**src/rtl/counter_bank_pkg.sv**
```systemverilog
// counter_bank_pkg: shared width limit and the carry/borrow adder used by every channel
package counter_bank_pkg;
  localparam int max_width = 64;
  function automatic logic [max_width:0] add_sub(input logic [max_width-1:0] a, input logic [max_width-1:0] b, input logic down);
    return down ? {1'b0, a} - {1'b0, b} : {1'b0, a} + {1'b0, b};
  endfunction
endpackage

```
**src/rtl/counter_bank_channel.sv**
```systemverilog
// counter_bank_channel: one up/down counter with wrap/saturate, overflow flag and threshold-crossing pulse
module counter_bank_channel
  import counter_bank_pkg::*;
#(
  parameter int WIDTH           = 16,
  parameter bit STICKY_OVERFLOW = 1'b0,
  parameter bit SATURATE        = 1'b0
) (
  input  logic             clk_i,
  input  logic             rst_i,
  input  logic             clear_i,
  input  logic             en_i,
  input  logic             load_i,
  input  logic             down_i,
  input  logic [WIDTH-1:0] step_i,
  input  logic [WIDTH-1:0] d_i,
  input  logic [WIDTH-1:0] thresh_i,
  output logic [WIDTH-1:0] q_o,
  output logic [WIDTH-1:0] q_next_o,
  output logic             overflow_o,
  output logic             match_o
);
  logic [max_width:0] r;
  logic [WIDTH-1:0] cnt;
  logic cb, hit, hold, unused_hi;
  assign r = add_sub(max_width'(q_o), max_width'(step_i), down_i);
  assign cb = r[WIDTH];
  assign unused_hi = ^r[max_width:WIDTH+1];
  assign cnt = (SATURATE && cb) ? (down_i ? '0 : '1) : r[WIDTH-1:0];
  assign hit = down_i ? (q_o > thresh_i) && (cb || thresh_i >= r[WIDTH-1:0])
                      : (q_o < thresh_i) && (cb || thresh_i <= r[WIDTH-1:0]);
  assign hold = clear_i || load_i;
  assign q_next_o = clear_i ? '0 : load_i ? d_i : en_i ? cnt : q_o;
  always_ff @(posedge clk_i or posedge rst_i) begin
    if (rst_i) begin
      q_o        <= '0;
      overflow_o <= 1'b0;
      match_o    <= 1'b0;
    end else begin
      q_o        <= q_next_o;
      overflow_o <= !hold && ((en_i && cb) || (STICKY_OVERFLOW && overflow_o));
      match_o    <= !hold && en_i && hit;
    end
  end
endmodule

```
**src/rtl/counter_bank.sv**
```systemverilog
// counter_bank: bank of independent programmable-step counters with a shared atomic snapshot
module counter_bank
  import counter_bank_pkg::*;
#(
  parameter int NumChannels     = 4,
  parameter int WIDTH           = 16,
  parameter bit STICKY_OVERFLOW = 1'b0,
  parameter bit SATURATE        = 1'b0
) (
  input  logic                         clk_i,
  input  logic                         rst_i,
  input  logic [NumChannels-1:0]       clear_i,
  input  logic [NumChannels-1:0]       en_i,
  input  logic [NumChannels-1:0]       load_i,
  input  logic [NumChannels-1:0]       down_i,
  input  logic [NumChannels*WIDTH-1:0] step_i,
  input  logic [NumChannels*WIDTH-1:0] d_i,
  input  logic [NumChannels*WIDTH-1:0] thresh_i,
  input  logic                         snap_i,
  output logic [NumChannels*WIDTH-1:0] q_o,
  output logic [NumChannels-1:0]       overflow_o,
  output logic [NumChannels-1:0]       match_o,
  output logic [NumChannels*WIDTH-1:0] snap_q_o
);
  logic [NumChannels*WIDTH-1:0] q_next;
  for (genvar c = 0; c < NumChannels; c++) begin : g_ch
    counter_bank_channel #(
      .WIDTH(WIDTH),
      .STICKY_OVERFLOW(STICKY_OVERFLOW),
      .SATURATE(SATURATE)
    ) u_ch (
      .clk_i(clk_i),
      .rst_i(rst_i),
      .clear_i(clear_i[c]),
      .en_i(en_i[c]),
      .load_i(load_i[c]),
      .down_i(down_i[c]),
      .step_i(step_i[c*WIDTH +: WIDTH]),
      .d_i(d_i[c*WIDTH +: WIDTH]),
      .thresh_i(thresh_i[c*WIDTH +: WIDTH]),
      .q_o(q_o[c*WIDTH +: WIDTH]),
      .q_next_o(q_next[c*WIDTH +: WIDTH]),
      .overflow_o(overflow_o[c]),
      .match_o(match_o[c])
    );
  end
  always_ff @(posedge clk_i or posedge rst_i) begin
    if (rst_i) snap_q_o <= '0;
    else if (snap_i) snap_q_o <= q_next;
  end
endmodule

```
**config.mk**
```make
export PLATFORM = sky130hd
export DESIGN_NAME = counter_bank
export DESIGN_NICKNAME = d
export VERILOG_FILES = /design/src/rtl/counter_bank_pkg.sv /design/src/rtl/counter_bank_channel.sv /design/src/rtl/counter_bank.sv
export SDC_FILE = /design/constraint.sdc
export NUM_CORES = 1
export LEC_CHECK = 0
export ABC_CLOCK_PERIOD_IN_PS = 5200
export BUFFER_PORTS_ARGS = -buffer_cell sky130_fd_sc_hd__buf_4
export CAP_MARGIN = 15
export CORE_ASPECT_RATIO = 0.5
export CORE_MARGIN = 2
export CORE_UTILIZATION = 55
export DETAILED_ROUTE_END_ITERATION = 8
export GPL_TIMING_DRIVEN = 0
export PLACE_DENSITY_LB_ADDON = 0.08
export SLEW_MARGIN = 20
export SYNTH_ARGS = -nofsm -noshare
export SYNTH_HDL_FRONTEND = slang
export SYNTH_SLANG_ARGS = --single-unit
```
**constraint.sdc**
```tcl
create_clock -name clk_i -period 5.2 [get_ports clk_i]
set_input_delay 0.26 -clock clk_i [delete_from_list [all_inputs] [get_ports clk_i]]
set_output_delay 0.26 -clock clk_i [all_outputs]
set_load 0.03 [all_outputs]
```
==> results.md <==
* Outcome: completed
* Total wirelength of the detailed-routed design at 46.9 mm
* Sequential share of power at 25.8%
* Capturing point of the worst reg2reg path: g_ch[1].u_ch.match_o
* Std-Cell Rows at 40
* Launch point of the worst hold path: d_i[26]
* Initial core utilization at 56.8%
* Total global routing track utilization at 34.9%
* Nets in the synthesized netlist at 2,076
* Most repeated cell in the gate-level netlist after synthesis: sky130_fd_sc_hd__ha_1
* Top cells by instance count after synthesis: sky130_fd_sc_hd__ha_1 (196), sky130_fd_sc_hd__nor2_1 (154), sky130_fd_sc_hd__inv_1 (142)
* Transition time at the pin with the least slew margin at 1.10 ns
* Share of the synthesized area in the top cell type at 24.6%
* Final ANT Viol Nets at 0
* Number of cells on the worst hold path at 2
* Number of search-and-repair iterations in the first detailed-routing pass at 9
* Detailed-route vias per instance at 6.04
* Floorplan Core Area at 24,400 sq um
* Number of synthesized register bits at 136
* Final-report max-slew violation count at 0
* Proportion of synthesized chip area in sequential cells at 24.6%
* CP startpoint kind: input port
* Layout Cells excl Fill at 2,376
* Post-Place Cells at 2,341
* Endpoint type of the worst setup path: flop
* Crit path time final at 4.76 ns
* Number of buffers inserted during clock tree synthesis at 17
* Synthesis Warnings at 0
* Latest clock arrival within the worst-skew pair at 0.45 ns
* Initial antenna violation count at 1
* Top area cells in the synthesized netlist: sky130_fd_sc_hd__dfrtp_1 (25%), sky130_fd_sc_hd__ha_1 (18%), sky130_fd_sc_hd__xnor2_1 (4.9%)
* Data arrival time at the worst-slack endpoint at 5.14 ns
* Fraction of power consumed by combinational cells at 49.5%
* Leakage power total at 8.84 nW
* Worst reg2reg startpoint: g_ch[1].u_ch.q_o[0]
* Fraction of layout cells with a size suffix above 1 at 22.3%
* Number of enable-type register cells in the synthesized netlist at 0
* Total number of vias at 14,300
* Type of the tightest min-delay check: input port to flop
* Overflow after GRT at 0
* Maximum buffer depth of the clock tree at 2
* DP Wirelength at 37.9 mm
* Number of primary I/O pins at 347
* Setup-failing EPs final at 0
* Post-route cell area at 17,500 sq um
* Total Nets Final at 2,437
* WS Path Type: input port to flop
* Most used DFF post-synth: sky130_fd_sc_hd__dfrtp_1
* Clock tree from TritonCTS: done
* Part of the cycle the worst path needs at 91.6%
* Number of distinct standard cells referenced by the synthesized netlist at 77
* Syn Inst Count at 1,665
* Count of hold-fix buffers inserted at cts at 2
* Post-synthesis area per instance at 8.32 sq um
* Cell type with the largest total area after synthesis: sky130_fd_sc_hd__dfrtp_1
* Total power divided by cell area at 285 nW/um^2
* Hold Slack at 0.0488 ns
* DRC violations left at 0
* Sw Share at 42.3%
* Crit Path Max Fanout at 6
* Synthesized area at 13,900 sq um
* Number of setup buffers added after CTS at 0
* Worst Reg-to-Reg Cells at 17
* Number of cells upsized or downsized after cts at 0
* Data required time at the worst endpoint at 5.58 ns
* Worst ir drop on vdd at 0.254 mV
* Die area at 26,600 sq um
* First-pass GRT wire length at 71.8 mm
* Clock Pin Slew Worst Setup and Hold Paths at 0.06 ns
* Via count of the first global-routing pass at 13,400
* Register-to-Register Setup Slack at 0.97 ns
* Root Buffer: sky130_fd_sc_hd__clkbuf_16
* Hold Fails Final Rpt at 0
* Worst slew margin relative to its limit at 26.5%
* Placed cell areas at 16,900 sq um
* Hold-critical path endpoint: g_ch[1].u_ch.q_o[10]
* Final Total Pwr at 4.98 mW
* Unrepaired setup endpoints after global routing: false
* Net load switching power at 2.11 mW
* Routed length per instance at 19.7 um
* Routability-driven placement congestion ratio at 0.977
* Ys async rst share at 100%
* Total negative slack at 0 ns
* Internal Power at 2.87 mW
* Iter 0 DRT Violations at 1,541
* Portion of total power attributed to the clock network at 24.8%
* CTS sink count at 136
* Maximum number of pins on one net before global-route repair at 80
* Signed area change from the synthesized netlist to the final layout at 26.0%
* Die Span X at 228 um
* Max Freq at 210 MHz
* Maximum capacitance violations at 0
* Final worst clock skew at 0.00998 ns
* Input/output buffers at 339
* Vertical die dimension at 116 um
* Maximum level of the CTS H-tree at 4
==> per-stage QoR <==
| stage | setup slack (ns) | utilization [%] |
|---|---|---|
| 2_1_floorplan | 1.17 | - |
| 6_report | 0.439 | 71.6 |
| 3_3_place_gp | -0.464 | 69.0 |
| 5_1_grt | 0.148 | 71.6 |
| 4_1_cts | 0.602 | 71.6 |
| 3_5_place_dp | 0.180 | 69.2 |
==> kinds of logic after synthesis <==
logic type / after synthesis / share of synthesized area, %
buffers and inverters: 210 / 5.95
and+or+nand+nor: 497 / 17.3
muxes: 65 / 5.09
AOI/OAI and AO/OA: 458 / 22.5
xor gates and xnor gates: 99 / 6.26
adders and majority gates: 200 / 18.3
DFF: 136 / 24.6
==> cell type report <==
type                    instances  area (sq um)
fillers                      2022          6920
multi-input cells            1319          9630
clock buffers                  20           457
inverters                     146           556
diodes                          1          2.50
flip-flops and latches        136          3400
repair buffers                342          2590
plain buffers                  64           277
clock inverters                12           118
well taps                     336           420
==> power by group through the flow <==
stage	logic, mW	registers [mW]	clock network, mW
3_5_place_dp	2.41	1.30	0
5_1_grt	2.70	1.29	1.28
6_report	2.47	1.28	1.23
2_1_floorplan	1.44	1.48	0
3_3_place_gp	2.36	1.30	0
4_1_cts	2.43	1.28	1.23
==> routing by layer <==
layer / vias to the layer above / wire, um / track usage (%)
met2: 659 / 21300 / 57.8
met1: 6744 / 20400 / 46.1
met4: 0 / 1540 / 12.7
met3: 114 / 3700 / 6.71
li1: 6828 / - / -
met5: - / 0 / 0
==> worst max path at each step <==
stage,start,slack [ns],endpoint
after CTS,step_i[17],0.60,g_ch[1].u_ch.match_o
after global placement,rst_i,-0.46,snap_q_o[51]
after global routing,step_i[17],0.15,g_ch[1].u_ch.match_o
after floorplan,step_i[16],1.17,g_ch[1].u_ch.match_o
after detailed placement,step_i[17],0.18,g_ch[1].u_ch.match_o
final,step_i[17],0.44,g_ch[1].u_ch.match_o
==> critical path, cell delays in order <==
cell,delay [ns]
sky130_fd_sc_hd__buf_4,0.12
sky130_fd_sc_hd__nor3_1,0.38
sky130_fd_sc_hd__nand2_1,0.10
sky130_fd_sc_hd__nor3_1,0.58
sky130_fd_sc_hd__a21oi_1,0.19
sky130_fd_sc_hd__xnor2_1,0.17
sky130_fd_sc_hd__ha_1,0.40
sky130_fd_sc_hd__nand3_1,0.17
sky130_fd_sc_hd__a2111oi_2,0.37
sky130_fd_sc_hd__and4bb_2,0.33
sky130_fd_sc_hd__o31ai_1,0.19
sky130_fd_sc_hd__a21oi_1,0.12
sky130_fd_sc_hd__xnor2_1,0.30
sky130_fd_sc_hd__ha_1,0.31
sky130_fd_sc_hd__a21o_1,0.18
sky130_fd_sc_hd__a21oi_1,0.20
sky130_fd_sc_hd__o31ai_1,0.13
sky130_fd_sc_hd__a21oi_1,0.14
sky130_fd_sc_hd__o41ai_1,0.15
sky130_fd_sc_hd__mux2i_1,0.15
sky130_fd_sc_hd__a31oi_1,0.19
==> placed cells by master (no fill, tap or decap), drive strengths merged, types with 17 or more instances in the layout <==
cell type	n
a211oi	19
a21o	38
a21oi	134
a31oi	27
buf	356
clkbuf	68
dfrtp	136
ha	196
inv	146
mux2	44
mux2i	21
nand2	106
nand2b	19
nand3	25
nand4	31
nor2	154
nor2b	21
nor3	59
nor4	17
o21a	20
o21ai	80
xnor2	77
xor2	22
==> sequential cells by signal, indices dropped and copies added (netlist names) <==
signal                cells
g_ch.u_ch.match_o         4
g_ch.u_ch.overflow_o      4
g_ch.u_ch.q_o            64
snap_q_o                 64
Power figures use the tool's default switching activity.
